<file path="config.mk">
export PLATFORM = sky130hd
export DESIGN_NAME = bakraid_cen_gate
export DESIGN_NICKNAME = d
export VERILOG_FILES = /design/src/rtl/bakraid_cen_gate.sv
export SDC_FILE = /design/constraint.sdc
export NUM_CORES = 1
export LEC_CHECK = 0
export ABC_AREA = 1
export BUFFER_PORTS_ARGS = -buffer_cell sky130_fd_sc_hd__buf_2
export CORE_MARGIN = 3
export CORE_UTILIZATION = 59
export CTS_CLUSTER_DIAMETER = 100
export CTS_CLUSTER_SIZE = 14
export DETAILED_ROUTE_END_ITERATION = 10
export PLACE_DENSITY = 0.85
export SYNTH_ARGS = -nofsm -noshare
export SYNTH_HDL_FRONTEND = slang
export SYNTH_SLANG_ARGS = --single-unit
</file>
<file path="constraint.sdc">
create_clock -name CLK -period 4.2 [get_ports CLK]
set_input_delay 0 -clock CLK [delete_from_list [all_inputs] [get_ports CLK]]
set_output_delay 0 -clock CLK [all_outputs]
set_load 0.02 [all_outputs]
</file>
<file path="src/rtl/bakraid_cen_gate.sv">
// Pause / single-step gate for the CEN/CENB clock-enable fabric.
// Domains freeze only at a balanced point: a passed CEN must see its CENB first.
module bakraid_cen_gate #(
  parameter int N     = 4,
  parameter int STEPW = 16
) (
  input  logic             CLK,
  input  logic             RESET,
  input  logic [N-1:0]     CEN_IN,
  input  logic [N-1:0]     CENB_IN,
  input  logic             PAUSE_REQ,
  input  logic             STEP_REQ,
  input  logic [STEPW-1:0] STEP_CNT,
  output logic [N-1:0]     CEN_OUT,
  output logic [N-1:0]     CENB_OUT,
  output logic             PAUSED,
  output logic             BUSY
);

  typedef enum logic [1:0] {
    S_RUN,
    S_DRAIN,
    S_PAUSED,
    S_STEP
  } state_t;

  state_t           state;
  state_t           state_nx;
  logic [N-1:0]     gate_open;
  logic [N-1:0]     open_nx;
  logic [N-1:0]     phase;
  logic [N-1:0]     phase_nx;
  logic [N-1:0]     drain_open;
  logic [STEPW-1:0] cnt;
  logic [STEPW-1:0] cnt_nx;

  assign CEN_OUT  = CEN_IN & gate_open;
  assign CENB_OUT = CENB_IN & gate_open;

  // phase = 1 while a CEN is outstanding; CEN+CENB together is a full cycle
  always_comb begin
    phase_nx = phase;
    for (int i = 0; i < N; i++) begin
      if (CEN_IN[i])
        phase_nx[i] = ~CENB_IN[i];
      else if (CENB_IN[i])
        phase_nx[i] = 1'b0;
    end
  end

  assign drain_open = gate_open & phase_nx;

  always_comb begin
    state_nx = state;
    open_nx  = gate_open;
    cnt_nx   = cnt;
    unique case (state)
      S_RUN: begin
        open_nx = '1;
        if (PAUSE_REQ)
          state_nx = S_DRAIN;
      end
      S_DRAIN: begin
        if (!PAUSE_REQ) begin
          state_nx = S_RUN;
          open_nx  = '1;
        end else begin
          open_nx = drain_open;
          if (drain_open == '0)
            state_nx = S_PAUSED;
        end
      end
      S_PAUSED: begin
        if (!PAUSE_REQ) begin
          state_nx = S_RUN;
          open_nx  = '1;
        end else if (STEP_REQ && STEP_CNT != '0) begin
          state_nx = S_STEP;
          open_nx  = '1;
          cnt_nx   = STEP_CNT;
        end
      end
      S_STEP: begin
        if (!PAUSE_REQ) begin
          state_nx = S_RUN;
          open_nx  = '1;
          cnt_nx   = '0;
        end else if (CEN_IN[0] && cnt != '0) begin
          cnt_nx = cnt - STEPW'(1);
          // last released CEN: drain lets its CENB through
          if (cnt == STEPW'(1))
            state_nx = S_DRAIN;
        end
      end
      default: begin
        state_nx = S_RUN;
        open_nx  = '1;
      end
    endcase
  end

  always_ff @(posedge CLK) begin
    if (RESET) begin
      state     <= S_RUN;
      gate_open <= '1;
      phase     <= '0;
      cnt       <= '0;
      PAUSED    <= 1'b0;
      BUSY      <= 1'b0;
    end else begin
      state     <= state_nx;
      gate_open <= open_nx;
      phase     <= phase_nx;
      cnt       <= cnt_nx;
      PAUSED    <= (state_nx == S_PAUSED);
      BUSY      <= (state_nx == S_DRAIN) || (state_nx == S_STEP);
    end
  end

endmodule

</file>
==> results of run 1 <==
final timing paths:
kind,endpoint,cells past startpoint
max reg2reg,state[0],5
min reg2reg,cnt[1],2
min,cnt[0],5
max,state[0],5
worst reg2reg max path, delay by kind of cell (launching register included):
kind / cells / cell delay [ns]
and+or+nand+nor: 1 / 0.47
AOI/OAI and AO/OA: 2 / 0.48
DFF: 1 / 0.40
buffers and inverters: 2 / 0.63
layout make-up:
type / count / area (µm²)
Multi-Input combinational cell: 254 / 1172
Fill cell: 257 / 734.5
Sequential cell: 28 / 560.5
Timing Repair Buffer: 54 / 355.3
Inverter: 46 / 172.7
Tap cell: 44 / 55.05
Clock inverter: 1 / 30.03
Clock buffer: 3 / 22.52
where the power goes:
group,internal [W],switching (W)
Clock,0.0000966,0.0000840
Combinational,0.0000614,0.0000856
Sequential,0.000274,0.00000686
metal layers:
layer / track usage, % / wire length [µm] / vias to the layer above
met2: 47.59 / 2515 / 54
met1: 26.59 / 2016 / 929
met4: 9.973 / 103 / 0
met5: 0 / 0 / -
li1: - / - / 1139
met3: 3.209 / 198 / 14
flip-flops by register name, summed over array words and instances (netlist names):
signal	count
PAUSED	1
BUSY	1
cnt	16
phase	4
state	2
gate_open	4
cell families after synthesis:
kind of cell    share of synthesized area [%]
simple gates                            50.29
buf+inv                                 10.82
compound gates                          8.114
fa+ha+maj                               1.932
flops                                   28.85
through the flow:
stage	setup WS, ns	power [W]	utilization [%]	hold slack [ns]	cell area (µm²)
after floorplan	2.674	0.0003802	-	0.06907	1943
after global placement	2.437	0.0004151	69.15	0.2605	2146
after detailed placement	2.405	0.0004176	69.15	0.2673	2146
after CTS	2.260	0.0006099	76.33	0.009194	2369
after global routing	1.944	0.0006435	76.33	0.04201	2369
final	2.176	0.0006089	76.33	0.01423	2369
cells in the final DEF (no fill, tap or decap):
master	n
a21oi_1	9
a21oi_4	1
a32oi_1	1
buf_2	37
bufinv_16	1
clkbuf_4	3
dfxtp_1	28
dlygate4sd3_1	17
ha_1	3
inv_1	46
nand2_1	95
nand2_2	11
nand2_4	2
nand3_1	31
nand3b_1	3
nand4_1	3
nor2_1	65
nor2_2	4
nor2_4	2
nor3_1	2
o21ai_0	16
o21bai_1	1
or2_2	5
==> flow_summary.yaml, run 1 <==
setup_path:
  worstSetupPathType: "reg -> reg"
  worstSetupEndpointType: "flip-flop"
  slowest_delay_ns: 0.57
  cpMaxStageDelayCell: "dlygate4sd3_1"
  crit_required_ns: 4.49
  path_buf_inv: 2
  worstSetupStartpoint: "state[0]"
  path_max_fanout: 6
  startpoint_type: "flip-flop"
  arrival_ns: 2.32
  crit_chain: "inv_1 -> nor3_1 -> o21ai_0 -> a21oi_1 -> dlygate4sd3_1"
  regToRegStartpoint: "state[0]"
  reg2reg_setup_slack_ns: 2.18
  cp_top_family: "buffers and inverters"
routing:
  drt_iter0_markers: 133
  vias: 2136
  vias_per_cell: 4.967
  routed_wl_um: 4834
  post_drt_wl_per_cell_um: 11.24
  drt_pass1_iterations: 4
  drc_errors: 0
  ant_nets: 0
timing:
  max_freq_mhz: 494.0
  fin_crit_sh_pct: 48.20
  setup_viol: 0
  relSlewSlack_pct: 53.65
  hold_violations: 0
  fin_skew_ns: 0.001610
  fin_crit_ns: 2.024
  rsz0062_at_grt: "false"
  maxSlewViolCount: 0
  setup_tns_ns: 0
  tightest_slew_ns: 0.6945
global_route:
  antenna_found_initial: 0
  track_usage_pct: 24.69
  grt_max_degree: 27
  grt_pass1_vias: 2052
  grt-ovfl-total: 0
  grt_pass1_wl_um: 8183
layout:
  drive_gt1_share_pct: 17.10
  fin_cells: 430
  area_growth_syn_to_layout_pct: 21.89
  fin_nets: 418
  diodes: 0
logic_synthesis:
  synth_cell_type_count: 23
  yosysWarnings: 0
  yosys.area.top_type_share_pct: 28.85
  synth_nets: 365
  yosysSeqAreaShare_pct: 28.85
  ys.flop_type: "dfxtp_1"
  synth_seq_cells: 28
  synth-edff-count: 0
  yosysTopAreaCell: "dfxtp_1"
  syn_area_um2: 1943
  postSynth.asyncResetShare_pct: 0
  yosys-top-cells-area: "dfxtp_1 29%, nand2_1 18%, nor2_1 13%, inv_1 8.9%, nand3_1 8.0%"
  syn_inst: 334
  synth_most_common_cell: "nand2_1"
  postSynthAreaPerCell_um2: 5.818
  synthTopCellsByCount: "95 x nand2_1, 65 x nor2_1, 46 x inv_1"
place:
  dp_cells: 409
  dp_hpwl_um: 3356
  io_buffers: 37
  gp_congestion: 0.8524
cts:
  clock_latency_ns: 0.33
  clk_transition_reported_paths_ns: 0.16
  cts_tree: "built"
  clockRootBuffer: "clkbuf_4"
  cts.path.max_buffers: 2
  postCtsResizedCells: 0
  numCtsBuffers: 3
  cts_max_level: 1
  clock_sinks: 28
  post_cts_buffers: 0
  cts_hold_buf: 17
power_and_ir_drop:
  max-vdd-ir-drop_mv: 0.1684
  power_leakage_nw: 1.322
  powerDensity_nw_per_um2: 257.1
floorplanning:
  ios: 38
  die-area_um2: 4018
  rows: 20
  start_util_pct: 62.62
  die_y_um: 63.39
  die_x_um: 63.39
  core_area_um2: 3103
hold_path:
  min_from: "STEP_CNT[0]"
  holdCritPathClass: "in -> reg"
outcome:
  outcome: "finished, final reports clean"
job:
  drv_cap: 0
Power figures use the tool's default switching activity.
==> run 2: changes to the inputs <==
- CORE_UTILIZATION: 59 -> 50
- PLACE_DENSITY: 0.85 -> 0.76
- clock period: 4.2 -> 1.64 ns (I/O delays scaled with it)
==> run 2 against run 1 <==
  * Die area rose by 16%
  * Critical path type unchanged
  * Core utilization down 12 points
  * Highest routed layer unchanged
  * Non-clock buffer count down 1
  * Clock skew grew 0.0030 ns
  * Cell count is 0.47% higher
  * Combinational power grew to 2.6 times the previous value
  * Design area grew 0.58%
  * Largest cell class unchanged
  * Sequential cell count is the same
  * Worst setup slack got worse by 2.0 ns
  * First-iteration DRC count decreased by 3.0%
  * Register-to-register slack got worse by 2.0 ns
==> flow_summary.yaml, run 2 (synthesized netlist as in run 1, its figures left out) <==
outcome:
  outcome: "finished, final reports clean"
setup_path:
  rr_worst_depth: 10
  reg2reg_setup_slack_ns: 0.13
  crit_required_ns: 1.81
  worstSetupEndpointType: "flip-flop"
  arrival_ns: 1.68
  startpoint_type: "flip-flop"
  worstSetupPathType: "reg -> reg"
  path_max_fanout: 26
  r2r-end: "cnt[3]"
  critPathCapture: "cnt[3]"
  worstSetupStartpoint: "cnt[1]"
  regToRegStartpoint: "cnt[1]"
power_and_ir_drop:
  power_frac_seq_pct: 49.0
  swShare_pct: 30.35
  p_switching_w: 0.0004453
  max-vdd-ir-drop_mv: 0.4202
  powerDensity_nw_per_um2: 615.9
  power_leakage_nw: 1.333
  clockPowerShare_pct: 25.3
  internal_power_w: 0.001022
  p_comb_share_pct: 25.7
routing:
  routed_wl_um: 4782
  drc_errors: 0
  vias_per_cell: 4.907
  drt_iter0_markers: 129
  ant_nets: 0
  drt_pass1_iterations: 5
  post_drt_wl_per_cell_um: 11.07
  vias: 2120
cts:
  cts_tree: "built"
  clk_transition_reported_paths_ns: 0.09
  cts.path.max_buffers: 2
  cts_max_level: 1
  post_cts_buffers: 0
  clock_sinks: 28
  clock_latency_ns: 0.27
  clockRootBuffer: "clkbuf_8"
  numCtsBuffers: 3
timing:
  fin_skew_ns: 0.004561
  max_freq_mhz: 663.7
  fin_crit_sh_pct: 91.87
  tightest_slew_ns: 0.3893
  relSlewSlack_pct: 73.77
  setup_tns_ns: 0
  setup_viol: 0
  setup_ws_ns: 0.1333
  fin_crit_ns: 1.507
  hold_violations: 0
  maxSlewViolCount: 0
layout:
  final_common_cell: "nand2_1"
  seqCellArea_um2: 563.0
  area_growth_syn_to_layout_pct: 22.60
  largest-register: "cnt"
  mostFrequentLayoutCells: "94 x nand2_1, 62 x nor2_1, 45 x inv_1, 37 x buf_2, 31 x nand3_1"
  largest_reg_flops: 16
  multi_input_area_um2: 1209
  n_fill_cell: 367
  largest_registers: "cnt (16), gate_open (4), phase (4)"
  diodes: 0
  fin_nets: 417
  drive_gt1_share_pct: 21.88
floorplanning:
  start_util_pct: 52.29
  rows: 22
  core_area_um2: 3716
  ios: 38
  die_y_um: 68.34
  die_x_um: 68.34
  die-area_um2: 4670
global_route:
  grt_pass1_vias: 1798
  track_usage_pct: 21.26
  grt_pass1_wl_um: 7645
  grt_max_degree: 27
  grt-ovfl-total: 0
  antenna_found_initial: 0
job:
  drv_cap: 0
place:
  dp_hpwl_um: 3560
  pre_cts_slack_ns: 0.06399
  gp_congestion: 0.8674
  io_buffers: 37
hold_path:
  holdCritPathClass: "in -> reg"
==> run 2: power groups by stage <==
stage | registers [W] | clock network (W) | logic, W
5_1_grt | 0.000722 | 0.000400 | 0.000430
3_3_place_gp | 0.000733 | 0 | 0.000346
3_5_place_dp | 0.000734 | 0 | 0.000351
6_report | 0.000718 | 0.000372 | 0.000377
4_1_cts | 0.000718 | 0.000380 | 0.000363
2_1_floorplan | 0.000733 | 0 | 0.000241
==> run 2: worst min path at each step <==
stage / from / endpoint / slack [ns] / cells after the start
2_1_floorplan: RESET / BUSY / 0.07 / 1
3_3_place_gp: CENB_IN[1] / phase[1] / 0.26 / 4
3_5_place_dp: CENB_IN[2] / phase[2] / 0.27 / 4
4_1_cts: CENB_IN[3] / phase[3] / 0.008 / 4
5_1_grt: CENB_IN[3] / phase[3] / 0.02 / 4
6_report: CENB_IN[3] / phase[3] / 0.01 / 4
==> run 2: cell type report <==
cell class | instances | share of cell area [%]
Multi-Input combinational cell | 254 | 50.74
Sequential cell | 28 | 23.63
Inverter | 46 | 7.248
Timing Repair Buffer | 53 | 14.13
Clock buffer | 3 | 1.733
Tap cell | 48 | 2.521
==> run 2: layer usage <==
layer / track usage (%) / part of all wire, % / up-vias
li1: - / - / 1137
met1: 28.24 / 46 / 948
met2: 36.10 / 50 / 31
met3: 4.269 / 3.4 / 4
met4: 3.226 / 0.48 / 0
met5: 0 / 0 / -
==> run 2: through the flow <==
step | total power (W) | utilization [%] | cell area (µm²) | cells | hold WS, ns
after floorplan | 0.0009737 | - | 1943 | 334 | 0.06907
after global placement | 0.001079 | 60.24 | 2238 | 423 | 0.2632
after detailed placement | 0.001085 | 60.24 | 2238 | 423 | 0.2652
after CTS | 0.001461 | 62.96 | 2340 | 432 | 0.007513
after global routing | 0.001552 | 64.11 | 2382 | 432 | 0.02279
final | 0.001467 | 64.11 | 2382 | 432 | 0.01053
==> run 2: critical path: stages, from the launching register on <==
cell,delay [ns]
dfxtp_2,0.34
inv_1,0.08
ha_1,0.18
nand2_1,0.08
nor2_2,0.04
nand2_2,0.06
nand2_2,0.06
a21oi_4,0.21
nand2_8,0.16
nor2_1,0.13
nor2_1,0.06
==> run 2: timing repair <==
action,CTS,global route
gates resized for setup,0,13
endpoints found under the hold margin,6,0
setup endpoints to repair,0,14
hold buffers,6,0
==> run 3: changes to the inputs <==
- ABC_AREA: 1 -> 0
- CORE_UTILIZATION: 50 -> 49
==> run 3 against run 2 <==
  * The run now ends with setup timing left
  * Power grew 1.2%
  * First-iteration DRC count increased by 36%
  * Synthesized area decreased by 7.5%
  * Sequential power fell by 3%
  * Synthesized cell count is 35% lower
  * Combinational power is 41% lower
  * Register-to-register slack lost 0.32 ns
  * Core utilization grew 18 points
  * Sequential cell count stayed put
  * Die area is 5.1% lower
  * Critical path type unchanged
==> flow_summary.yaml, run 3 <==
timing:
  fin_crit_ns: 1.824
  fin_skew_ns: 0.008291
  maxSlewViolCount: 0
  hold_violations: 0
  tightest_slew_ns: 0.5061
  relSlewSlack_pct: 66.26
  setup_viol: 17
  fin_crit_sh_pct: 111.2
  rsz0062_at_grt: "true"
  setup_tns_ns: -1.688
  setup_ws_ns: -0.1844
  max_freq_mhz: 548.1
layout:
  fin_nets: 338
  finalCoreUtilization_pct: 82.48
  seqCellArea_um2: 564.3
  multi_input_area_um2: 1365
  drive_gt1_share_pct: 50.33
  diodes: 0
  largest-register: "cnt"
  area_growth_syn_to_layout_pct: 57.90
  fin_cells: 352
  final_area_um2: 2839
  mostFrequentLayoutCells: "46 x buf_4, 37 x buf_2, 25 x dfxtp_1, 16 x a21oi_1, 14 x nor2_1"
  largest_reg_flops: 16
  final_common_cell: "buf_4"
  largest_registers: "cnt (16), gate_open (4), phase (4)"
  n_fill_cell: 203
setup_path:
  cpMaxStageDelayCell: "dfxtp_1"
  crit_required_ns: 1.82
  worstSetupPathType: "reg -> reg"
  crit_chain: "nor4_4 -> buf_4 -> nand4_1 -> xnor2_1 -> a222oi_1 -> nor3_1"
  worstSetupEndpointType: "flip-flop"
  path_buf_inv: 1
  cp_top_family: "simple AND/OR/NAND/NOR gates"
  arrival_ns: 2.00
  path_max_fanout: 4
  slowest_delay_ns: 0.35
  startpoint_type: "flip-flop"
cts:
  numCtsBuffers: 3
  clk_transition_reported_paths_ns: 0.10
  cts_max_level: 1
  cts_tree: "built"
  cts.path.max_buffers: 2
  clockRootBuffer: "clkbuf_8"
  clock_sinks: 28
  clock_latency_ns: 0.29
global_route:
  grt_pass1_vias: 1917
  track_usage_pct: 27.24
  grt_max_degree: 26
  antenna_found_initial: 0
  grt_pass1_wl_um: 9114
  grt-ovfl-total: 0
routing:
  drc_errors: 0
  drt_pass1_iterations: 6
  routed_wl_um: 6457
  vias_per_cell: 6.293
  drt_iter0_markers: 175
  post_drt_wl_per_cell_um: 18.34
  vias: 2215
  ant_nets: 0
power_and_ir_drop:
  p_switching_w: 0.0003567
  clockPowerShare_pct: 37.8
  swShare_pct: 24.03
  p_comb_share_pct: 15.1
  power_frac_seq_pct: 47.1
  max-vdd-ir-drop_mv: 0.4608
  power_leakage_nw: 1.193
  powerDensity_nw_per_um2: 522.9
  internal_power_w: 0.001128
logic_synthesis:
  yosys.area.top_type_share_pct: 31.18
  syn_inst: 218
  yosysSeqAreaShare_pct: 31.18
  yosysWarnings: 0
  yosysTopAreaCell: "dfxtp_1"
  postSynthAreaPerCell_um2: 8.248
  synthTopCellsByCount: "28 x dfxtp_1, 19 x a21oi_1, 15 x nor2_1"
  syn_area_um2: 1798
  postSynth.asyncResetShare_pct: 0
  synth_most_common_cell: "dfxtp_1"
  synth_nets: 249
  yosys-top-cells-area: "dfxtp_1 31%, a21oi_1 5.3%, o32ai_1 4.9%, and2_1 4.5%, nand2b_1 4.5%"
  synth-edff-count: 0
  ys.flop_type: "dfxtp_1"
  synth_seq_cells: 28
  synth_cell_type_count: 50
job:
  drv_cap: 0
place:
  postPlaceCellArea_um2: 2442
  io_buffers: 37
  gp_congestion: 0.8885
  dp_cells: 334
  dp_hpwl_um: 3967
floorplanning:
  ios: 38
  die_x_um: 66.58
  die_y_um: 66.58
  core_area_um2: 3442
  die-area_um2: 4432
  rows: 21
  start_util_pct: 52.24
hold_path:
  holdCritPathClass: "in -> reg"
outcome:
  outcome: "complete, but fails checks"
  violations: "setup timing"
## run 3: cells by family (layout without fill, tap and decap cells)
kind of cell	count (synthesis)	after routing	synth area share, %
buf+inv	21	109	5.985
compound gates	67	67	28.67
fa+ha+maj	3	3	2.088
xor+xnor	2	2	0.9744
mux	1	1	0.5567
simple gates	96	96	30.55
flops	28	28	31.18
## run 3: path summary, 6_finish.rpt
| check | from | end | slack (ns) | cells after the start |
|---|---|---|---|---|
| worst max-delay path | cnt[4] | cnt[15] | -0.18 | 6 |
| worst min-delay path | CEN_IN[3] | phase[3] | 0.08 | 3 |
| worst max register to register | cnt[4] | cnt[15] | -0.18 | 6 |
| worst min register to register | cnt[10] | cnt[10] | 0.53 | 2 |
## run 3: tightest hold or removal path, stage by stage
cell and delay, ns:
buf_2 0.08, o21ba_2 0.14, nor2b_1 0.11
## run 3: final cells by class
cell class,count,share of cell area (%)
Clock buffer,3,1.454
Clock inverter,1,1.058
Inverter,6,0.9696
Multi-Input combinational cell,169,48.08
Sequential cell,28,19.88
Tap cell,46,2.027
Timing Repair Buffer,99,26.53
## run 3: per-stage QoR
step	setup WS (ns)	total power (W)	hold WS, ns
final	-0.1844	0.001484	0.08459
after detailed placement	-0.1495	0.0009238	0.3360
after global routing	-0.2486	0.001530	0.1092
after floorplan	-0.02295	0.0008201	0.2016
after CTS	-0.09949	0.001476	0.07066
after global placement	-0.1109	0.0009197	0.3340
## run 3: power by group through the flow
stage	sequential (W)	combinational, W	clock, W
after floorplan	0.000713	0.000107	0
after CTS	0.000698	0.000214	0.000564
after detailed placement	0.000713	0.000210	0
final	0.000698	0.000224	0.000562
after global routing	0.000700	0.000240	0.000590
after global placement	0.000713	0.000207	0
## run 3: timing repair
| item | CTS | global route |
|---|---|---|
| setup buffers | 7 | 7 |
| endpoints found under the setup margin | 16 | 17 |
| hold buffers | 0 | 0 |
| cloned | 1 | 0 |
| pin swaps | 14 | 21 |
| gates resized for setup | 12 | 33 |
## run 3: metal layers
metal | global-route usage (%) | vias to the layer above | part of all wire, %
met4 | 14.97 | 0 | 4.4
li1 | - | 1003 | -
met2 | 44.18 | 167 | 46
met5 | 0 | - | 0
met1 | 32.14 | 1011 | 40
met3 | 7.589 | 34 | 9.9
